<file path="src/rtl/triangle_setup_if.sv">
// Triangle setup handshake bundle: vertex input stream and setup-record output stream.
interface triangle_setup_if;
    logic [287:0] vertex_data;
    logic         vertex_data_valid;
    logic         vertex_data_ready;
    logic         setup_valid;
    logic         setup_ready;
    logic [47:0]  bbox;
    logic [38:0]  edge_a;
    logic [38:0]  edge_b;
    logic [74:0]  edge_c;
    logic [25:0]  area2;
    logic [95:0]  colors;

    modport master (
        output vertex_data, vertex_data_valid, setup_ready,
        input  vertex_data_ready, setup_valid, bbox, edge_a, edge_b, edge_c, area2, colors
    );

    modport slave (
        input  vertex_data, vertex_data_valid, setup_ready,
        output vertex_data_ready, setup_valid, bbox, edge_a, edge_b, edge_c, area2, colors
    );
endinterface

</file>
<file path="src/rtl/triangle_setup.sv">
// Triangle setup: edge equations, bounding box, doubled area, orientation fix-up,
// window clipping/culling, using one shared 12x12 multiplier.
module triangle_setup (
    input  logic            clock,
    input  logic            reset,
    input  logic [11:0]     win_width,
    input  logic [11:0]     win_height,
    output logic [15:0]     culled_count,
    output logic [3:0]      state,
    triangle_setup_if.slave bus
);
    localparam int unsigned CW = 12;
    localparam int unsigned EW = 13;
    localparam int unsigned PW = 24;
    localparam int unsigned KW = 25;
    localparam int unsigned AW = 26;

    typedef enum logic [3:0] {
        S_IDLE = 4'd0, S_EDGE = 4'd1, S_MUL = 4'd2,
        S_AREA = 4'd3, S_ORIENT = 4'd4, S_OUT = 4'd5
    } state_t;

    state_t cur, nxt;
    logic   accept_c, load_edge_c, mul_en_c, load_area_c, emit_c, drop_c, cull_c;

    logic [CW-1:0]        vx [3];
    logic [CW-1:0]        vy [3];
    logic [95:0]          col_r;
    logic [CW-1:0]        ww_r, wh_r;
    logic signed [EW-1:0] a_r [3];
    logic signed [EW-1:0] b_r [3];
    logic signed [KW-1:0] c_r [3];
    logic signed [AW-1:0] area_r;
    logic [CW-1:0]        bb_min_x, bb_max_x, bb_min_y, bb_max_y;
    logic [2:0]           mul_cnt;
    logic [PW-1:0]        prod_hold, prod;
    logic [CW-1:0]        mul_x, mul_y, clamp_x, clamp_y;
    logic                 flip;

    // Only x/y fields of each vertex word carry data
    logic unused_vertex_bits;
    assign unused_vertex_bits = ^{bus.vertex_data[275:256], bus.vertex_data[243:224],
                                  bus.vertex_data[211:192], bus.vertex_data[179:160],
                                  bus.vertex_data[147:128], bus.vertex_data[115:96]};

    function automatic logic [CW-1:0] min3(input logic [CW-1:0] p, q, r);
        logic [CW-1:0] m;
        m = (p < q) ? p : q;
        return (r < m) ? r : m;
    endfunction

    function automatic logic [CW-1:0] max3(input logic [CW-1:0] p, q, r);
        logic [CW-1:0] m;
        m = (p > q) ? p : q;
        return (r > m) ? r : m;
    endfunction

    function automatic logic [EW-1:0] neg13(input logic signed [EW-1:0] v, input logic n);
        return n ? -v : v;
    endfunction

    function automatic logic [KW-1:0] neg25(input logic signed [KW-1:0] v, input logic n);
        return n ? -v : v;
    endfunction

    always_ff @(posedge clock) begin
        if (reset) cur <= S_IDLE;
        else       cur <= nxt;
    end

    always_comb begin
        nxt = cur;
        case (cur)
            S_IDLE:   if (bus.vertex_data_valid) nxt = S_EDGE;
            S_EDGE:   nxt = S_MUL;
            S_MUL:    if (mul_cnt == 3'd5) nxt = S_AREA;
            S_AREA:   nxt = S_ORIENT;
            S_ORIENT: nxt = cull_c ? S_IDLE : S_OUT;
            S_OUT:    if (bus.setup_ready) nxt = S_IDLE;
            default:  nxt = S_IDLE;
        endcase
    end

    always_comb begin
        accept_c    = 1'b0;
        load_edge_c = 1'b0;
        mul_en_c    = 1'b0;
        load_area_c = 1'b0;
        emit_c      = 1'b0;
        drop_c      = 1'b0;
        case (cur)
            S_IDLE:   accept_c    = bus.vertex_data_valid;
            S_EDGE:   load_edge_c = 1'b1;
            S_MUL:    mul_en_c    = 1'b1;
            S_AREA:   load_area_c = 1'b1;
            S_ORIENT: begin
                emit_c = ~cull_c;
                drop_c = cull_c;
            end
            default: ;
        endcase
    end

    assign state = cur;

    // Product schedule: pairs (x_i*y_j, x_j*y_i) for edges 0,1,2
    always_comb begin
        mul_x = '0;
        mul_y = '0;
        case (mul_cnt)
            3'd0: begin mul_x = vx[0]; mul_y = vy[1]; end
            3'd1: begin mul_x = vx[1]; mul_y = vy[0]; end
            3'd2: begin mul_x = vx[1]; mul_y = vy[2]; end
            3'd3: begin mul_x = vx[2]; mul_y = vy[1]; end
            3'd4: begin mul_x = vx[2]; mul_y = vy[0]; end
            3'd5: begin mul_x = vx[0]; mul_y = vy[2]; end
            default: ;
        endcase
    end
    assign prod = PW'(mul_x) * PW'(mul_y);

    assign cull_c  = (area_r == '0) || (bb_min_x >= ww_r) || (bb_min_y >= wh_r) ||
                     (ww_r == '0) || (wh_r == '0);
    assign clamp_x = (bb_max_x >= ww_r) ? ww_r - 12'd1 : bb_max_x;
    assign clamp_y = (bb_max_y >= wh_r) ? wh_r - 12'd1 : bb_max_y;
    assign flip    = area_r[AW-1];

    always_ff @(posedge clock) begin
        if (reset) begin
            for (int i = 0; i < 3; i++) begin
                vx[i]  <= '0;
                vy[i]  <= '0;
                a_r[i] <= '0;
                b_r[i] <= '0;
                c_r[i] <= '0;
            end
            col_r        <= '0;
            ww_r         <= '0;
            wh_r         <= '0;
            area_r       <= '0;
            bb_min_x     <= '0;
            bb_max_x     <= '0;
            bb_min_y     <= '0;
            bb_max_y     <= '0;
            mul_cnt      <= '0;
            prod_hold    <= '0;
            culled_count <= '0;
            bus.bbox     <= '0;
            bus.edge_a   <= '0;
            bus.edge_b   <= '0;
            bus.edge_c   <= '0;
            bus.area2    <= '0;
            bus.colors   <= '0;
        end else begin
            if (accept_c) begin
                vx[0] <= bus.vertex_data[287:276];
                vy[0] <= bus.vertex_data[255:244];
                vx[1] <= bus.vertex_data[223:212];
                vy[1] <= bus.vertex_data[191:180];
                vx[2] <= bus.vertex_data[159:148];
                vy[2] <= bus.vertex_data[127:116];
                col_r <= bus.vertex_data[95:0];
                ww_r  <= win_width;
                wh_r  <= win_height;
            end
            if (load_edge_c) begin
                a_r[0]   <= {1'b0, vy[0]} - {1'b0, vy[1]};
                a_r[1]   <= {1'b0, vy[1]} - {1'b0, vy[2]};
                a_r[2]   <= {1'b0, vy[2]} - {1'b0, vy[0]};
                b_r[0]   <= {1'b0, vx[1]} - {1'b0, vx[0]};
                b_r[1]   <= {1'b0, vx[2]} - {1'b0, vx[1]};
                b_r[2]   <= {1'b0, vx[0]} - {1'b0, vx[2]};
                bb_min_x <= min3(vx[0], vx[1], vx[2]);
                bb_max_x <= max3(vx[0], vx[1], vx[2]);
                bb_min_y <= min3(vy[0], vy[1], vy[2]);
                bb_max_y <= max3(vy[0], vy[1], vy[2]);
                mul_cnt  <= '0;
            end
            // Even step holds the first product, odd step forms c_i
            if (mul_en_c) begin
                mul_cnt <= mul_cnt + 3'd1;
                if (!mul_cnt[0]) prod_hold <= prod;
                else             c_r[mul_cnt[2:1]] <= KW'(prod_hold) - KW'(prod);
            end
            if (load_area_c)
                area_r <= {c_r[0][KW-1], c_r[0]} + {c_r[1][KW-1], c_r[1]} + {c_r[2][KW-1], c_r[2]};
            if (emit_c) begin
                bus.bbox   <= {bb_min_x, clamp_x, bb_min_y, clamp_y};
                bus.edge_a <= {neg13(a_r[0], flip), neg13(a_r[1], flip), neg13(a_r[2], flip)};
                bus.edge_b <= {neg13(b_r[0], flip), neg13(b_r[1], flip), neg13(b_r[2], flip)};
                bus.edge_c <= {neg25(c_r[0], flip), neg25(c_r[1], flip), neg25(c_r[2], flip)};
                bus.area2  <= flip ? -area_r : area_r;
                bus.colors <= col_r;
            end
            if (drop_c && culled_count != 16'hFFFF)
                culled_count <= culled_count + 16'd1;
        end
    end

    // Handshake flags track the state being entered
    always_ff @(posedge clock) begin
        if (reset) begin
            bus.vertex_data_ready <= 1'b1;
            bus.setup_valid       <= 1'b0;
        end else begin
            bus.vertex_data_ready <= (nxt == S_IDLE);
            bus.setup_valid       <= (nxt == S_OUT);
        end
    end
endmodule

</file>
<file path="src/flat_wrapper.sv">
// flat-port wrapper written by rule: the top's interface ports become plain ports
module triangle_setup_flat 
  (clock, reset, win_width, win_height, culled_count, state, bus_vertex_data, bus_vertex_data_valid, bus_setup_ready, bus_vertex_data_ready, bus_setup_valid, bus_bbox, bus_edge_a, bus_edge_b, bus_edge_c, bus_area2, bus_colors);
  triangle_setup_if bus_i ();
  input  logic clock;
  input  logic reset;
  input  logic [11:0] win_width;
  input  logic [11:0] win_height;
  output logic [15:0] culled_count;
  output logic [3:0] state;
  input wire logic [$bits(bus_i.vertex_data)-1:0] bus_vertex_data;
  input wire logic [$bits(bus_i.vertex_data_valid)-1:0] bus_vertex_data_valid;
  input wire logic [$bits(bus_i.setup_ready)-1:0] bus_setup_ready;
  output wire logic [$bits(bus_i.vertex_data_ready)-1:0] bus_vertex_data_ready;
  output wire logic [$bits(bus_i.setup_valid)-1:0] bus_setup_valid;
  output wire logic [$bits(bus_i.bbox)-1:0] bus_bbox;
  output wire logic [$bits(bus_i.edge_a)-1:0] bus_edge_a;
  output wire logic [$bits(bus_i.edge_b)-1:0] bus_edge_b;
  output wire logic [$bits(bus_i.edge_c)-1:0] bus_edge_c;
  output wire logic [$bits(bus_i.area2)-1:0] bus_area2;
  output wire logic [$bits(bus_i.colors)-1:0] bus_colors;
  assign bus_i.vertex_data = bus_vertex_data;
  assign bus_i.vertex_data_valid = bus_vertex_data_valid;
  assign bus_i.setup_ready = bus_setup_ready;
  assign bus_vertex_data_ready = bus_i.vertex_data_ready;
  assign bus_setup_valid = bus_i.setup_valid;
  assign bus_bbox = bus_i.bbox;
  assign bus_edge_a = bus_i.edge_a;
  assign bus_edge_b = bus_i.edge_b;
  assign bus_edge_c = bus_i.edge_c;
  assign bus_area2 = bus_i.area2;
  assign bus_colors = bus_i.colors;
  triangle_setup u_core (.clock(clock), .reset(reset), .win_width(win_width), .win_height(win_height), .culled_count(culled_count), .state(state), .bus(bus_i));
endmodule
</file>
<file path="config.mk">
export PLATFORM = sky130hd
export DESIGN_NAME = triangle_setup_flat
export DESIGN_NICKNAME = d
export VERILOG_FILES = /design/src/rtl/triangle_setup_if.sv /design/src/rtl/triangle_setup.sv /design/src/flat_wrapper.sv
export SDC_FILE = /design/constraint.sdc
export NUM_CORES = 2
export LEC_CHECK = 0
export CORE_MARGIN = 1
export CORE_UTILIZATION = 27
export DETAILED_ROUTE_END_ITERATION = 10
export PLACE_DENSITY_LB_ADDON = 0.15
export SETUP_SLACK_MARGIN = 0.3
export SLEW_MARGIN = 20
export SYNTH_ARGS = -nofsm -noshare
export SYNTH_HDL_FRONTEND = slang
export SYNTH_SLANG_ARGS = --single-unit
</file>
<file path="constraint.sdc">
create_clock -name clock -period 8.1 [get_ports clock]
set_clock_uncertainty 0.1 [all_clocks]
set_input_delay 1.215 -clock clock [delete_from_list [all_inputs] [get_ports clock]]
set_output_delay 1.215 -clock clock [all_outputs]
set_load 0.02 [all_outputs]
</file>
==> metrics.md <==
| Metric | Value |
|---|---|
| Final HPWL DP | `about 140,000 microns` |
| Mapped Area | `~45,000 sq um` |
| RSZ-0062 raised after global routing | `yes` |
| Worst endpoint required time | `approximately 8500 ps` |
| Hold Path Class | `reg -> reg` |
| Clk slew on worst S/H paths | `~60 ps` |
| Worst Tran Pin Value | `roughly 1100 ps` |
| CTS tree | `built` |
| Fin nets | `between 6,000 and 7,000` |
| Power, Total | `about 0.012 W` |
| Clock Tree Root | `clkbuf_16` |
| Clk buf depth | `3` |
| DRC Markers | `0` |
| WL final | `about 170,000 microns` |
| CP dominant cell by count | `fa_1` |
| Leak | `~23 nW` |
| Seq pwr share | `a little over a third` |
| Pwr Density | `200 nW/um^2` |
| Die H | `approximately 410 microns` |
| First-pass GRT wire length | `approximately 250,000 microns` |
| IO buf count | `540` |
| Worst hold start | `u_core.col_r[18]$_SDFFE_PP0P_` |
| Syn. warnings | `0` |
| Synthesized instance count | `5,213` |
| P_int | `just over 0.008 W` |
| Die width | `about 410 microns` |
| Critical path launch point type | `register` |
| CP Class | `reg -> reg` |
| H-tree Lvls | `3` |
| Vias in the first global route | `approximately 38,000` |
| Drt pass-1 iters | `5` |
| Top cell type by total area after synthesis | `dfxtp_1` |
| EDFF count, synth | `225` |
| Critical Path AT | `approximately 8400 ps` |
| Synth async-reset ratio | `0%` |
| Power share of the clock group | `about two fifths` |
| NetSw | `about 0.0037 W` |
| Top-area cell type share of the netlist area | `~25%` |
| CP max FO | `7` |
| Core ar. | `between 150,000 and 200,000 sq um` |
| Global Route Usage Sum | `between 20 and 25%` |
| Top post-synthesis cells by area | `dfxtp_1 (25%), edfxtp_1 (15%), nand2_1 (8.1%)` |
| WL/cell | `around 21 microns` |
| Latest clock arrival within the worst-skew pair | `roughly 740 ps` |
| Switch share | `a little under a third` |
| Initial Util | `about 27%` |
| Worst r2r src | `u_core.mul_cnt[1]$_SDFFE_PP0P_` |
| Crit-path max cell delay | `roughly 600 ps` |
| Synth top cells by count | `nand2_1 (970), dfxtp_1 (566), nor2_1 (479)` |
| Syn-to-layout area delta | `31.6%` |
| Logic pwr share | `between 20% and 30%` |
| Post-Route Setup TNS | `0 ps` |
| Top FF cell, synth | `dfxtp_1` |
| Post-synthesis sequential area ratio | `40.1%` |
| Via count | `39,051` |
| Largest delay contributor family on the critical path | `adder cells` |
| Avg Synthesized Cell Area | `around 8.7 sq um` |
| Crit. End Element | `register` |
| Setup Viol. Count Final | `0` |
| GP Congestion | `slightly above 0.9` |
| Synth Register Bits | `~800` |
| Die area | `about 170,000 sq um` |
| Row count | `roughly 150` |
| Critical path origin | `u_core.mul_cnt[1]$_SDFFE_PP0P_` |
| Max Clock Freq | `between 100 and 150 MHz` |
| Post-synth cell types | `80` |
| I/O Pins | `661` |
| Fin. Hold Viols | `0` |
| Max-Cap Viols | `0` |
| Slew HR | `25.2%` |
| Mapped Nets | `between 5,000 and 6,000` |
| Largest net degree at the start of global routing | `between 150 and 200` |
| Final Cycle Share | `around 100%` |
| Most frequent cell after synthesis | `nand2_1` |
| Outcome | `finished, final reports clean` |
| Routed Antenna Nets | `0` |
| TritonCTS buffer count | `99` |
| Maximum vdd drop | `approximately 0.00017 V` |
| Min Tclk post-route | `about 8100 ps` |
| Critical path's slowest cell | `fa_1` |
| Sink Count | `791` |
| Share of layout cells above drive strength 1 | `12.3%` |
| Initial drt markers | `approximately 2,500` |
| Final slew viol count | `0` |
| Initial antenna violation count | `18` |
| Via density per instance | `between 4 and 5` |
| GRT overflow | `0` |
| Buf/Inv on CP | `9` |
## cell usage in the layout (no fill, tap or decap), types with 38 or more instances in the layout
| cell | n |
|---|---|
| buf_4 | 318 |
| clkbuf_16 | 100 |
| xor2_1 | 156 |
| fa_1 | 128 |
| nor2_1 | 461 |
| ha_1 | 269 |
| clkdlybuf4s50_1 | 539 |
| nor2b_1 | 38 |
| xnor2_1 | 86 |
| o31ai_1 | 52 |
| nand2_1 | 946 |
| o21ai_0 | 199 |
| inv_1 | 300 |
| nor3_1 | 105 |
| or3_1 | 43 |
| a211oi_1 | 129 |
| a21o_1 | 82 |
| edfxtp_1 | 225 |
| mux2i_1 | 61 |
| a21oi_1 | 458 |
| dfxtp_1 | 562 |
| and2_1 | 84 |
## layout make-up
cell class	instances	area [sq um]
sequential	791	18100
fill	17207	106000
inverter	320	1210
multi-input combinational	3844	25700
clock inverter	57	627
timing repair buffer	892	8280
tap	2189	2740
antenna	8	20.0
clock buffer	131	2710
## state kept, by name, summed over array words and instances (netlist names), 36 cells and up
| signal | flops |
|---|---|
| u_core.c_r | 75 |
| u_core.bus.edge_b | 39 |
| u_core.b_r | 39 |
| u_core.vx | 36 |
| u_core.bus.edge_c | 75 |
| u_core.a_r | 39 |
| u_core.bus.edge_a | 39 |
| u_core.col_r | 96 |
| u_core.bus.colors | 96 |
| u_core.bus.bbox | 48 |
| u_core.vy | 36 |
## worst min-delay path: stages, from the launching register on
cell,delay (ps)
dfxtp_1,310
nand2_1,50
a21oi_1,50
## final timing paths
kind                                                           end  slack, ps  cells after the start
worst min register to register  u_core.bus.colors[18]$_SDFFE_PP0P_        330                      2
worst max register to register     u_core.c_r[2][22]$_SDFFCE_PN0P_         30                     34
worst max-delay path               u_core.c_r[2][22]$_SDFFCE_PN0P_         30                     34
worst min-delay path            u_core.bus.colors[18]$_SDFFE_PP0P_        330                      2
## cell families (layout without fill, tap and decap cells)
family	Yosys count	in the layout	share of synthesized area, %
muxes	100	100	2.32
DFF	791	791	40.1
and+or+nand+nor	1969	1969	19.1
xor gates and xnor gates	252	252	4.89
adders and majority gates	427	427	14.0
other	1	9	0.00830
AOI/OAI and AO/OA	1095	1095	14.7
buffers and inverters	578	1400	4.92
## metrics by stage
stage               area, sq um  utilization, %  std cells  hold WS, ps  setup WS [ps]
floorplan                 45400               -       5213          332            282
detailed placement        55000            33.2       7996          342           -450
finish                    59400            35.9       8232          333           25.8
CTS                       59100            35.7       8211          332           35.6
global route              59400            35.9       8231          351           -306
global placement          55000            33.2       7996          336           -398
## power groups by stage
stage	Combinational [W]	Clock (W)	Sequential, W
CTS	0.00299	0.00467	0.00428
finish	0.00308	0.00454	0.00428
detailed placement	0.00278	0	0.00436
global route	0.00340	0.00482	0.00429
global placement	0.00277	0	0.00436
floorplan	0.00173	0	0.00433
## what timing repair did
item	4_1_cts	5_1_grt
gates cloned	1	0
setup buffers	26	13
hold endpoints to repair	0	0
gates resized for setup	139	45
hold buffers	0	0
pin swaps	111	49
endpoints found under the setup margin	27	27
## per-layer routing
layer | GRT usage [%] | wire length, microns | share of wire, % | vias to the layer above
met5 | 0 | 35 | 0.020 | -
li1 | - | - | - | 19302
met4 | 6.40 | 5340 | 3.1 | 6
met1 | 27.6 | 81500 | 47 | 18598
met2 | 31.3 | 77800 | 45 | 904
met3 | 3.96 | 9640 | 5.5 | 241
Note: power is estimated with default switching activity, not from simulation.
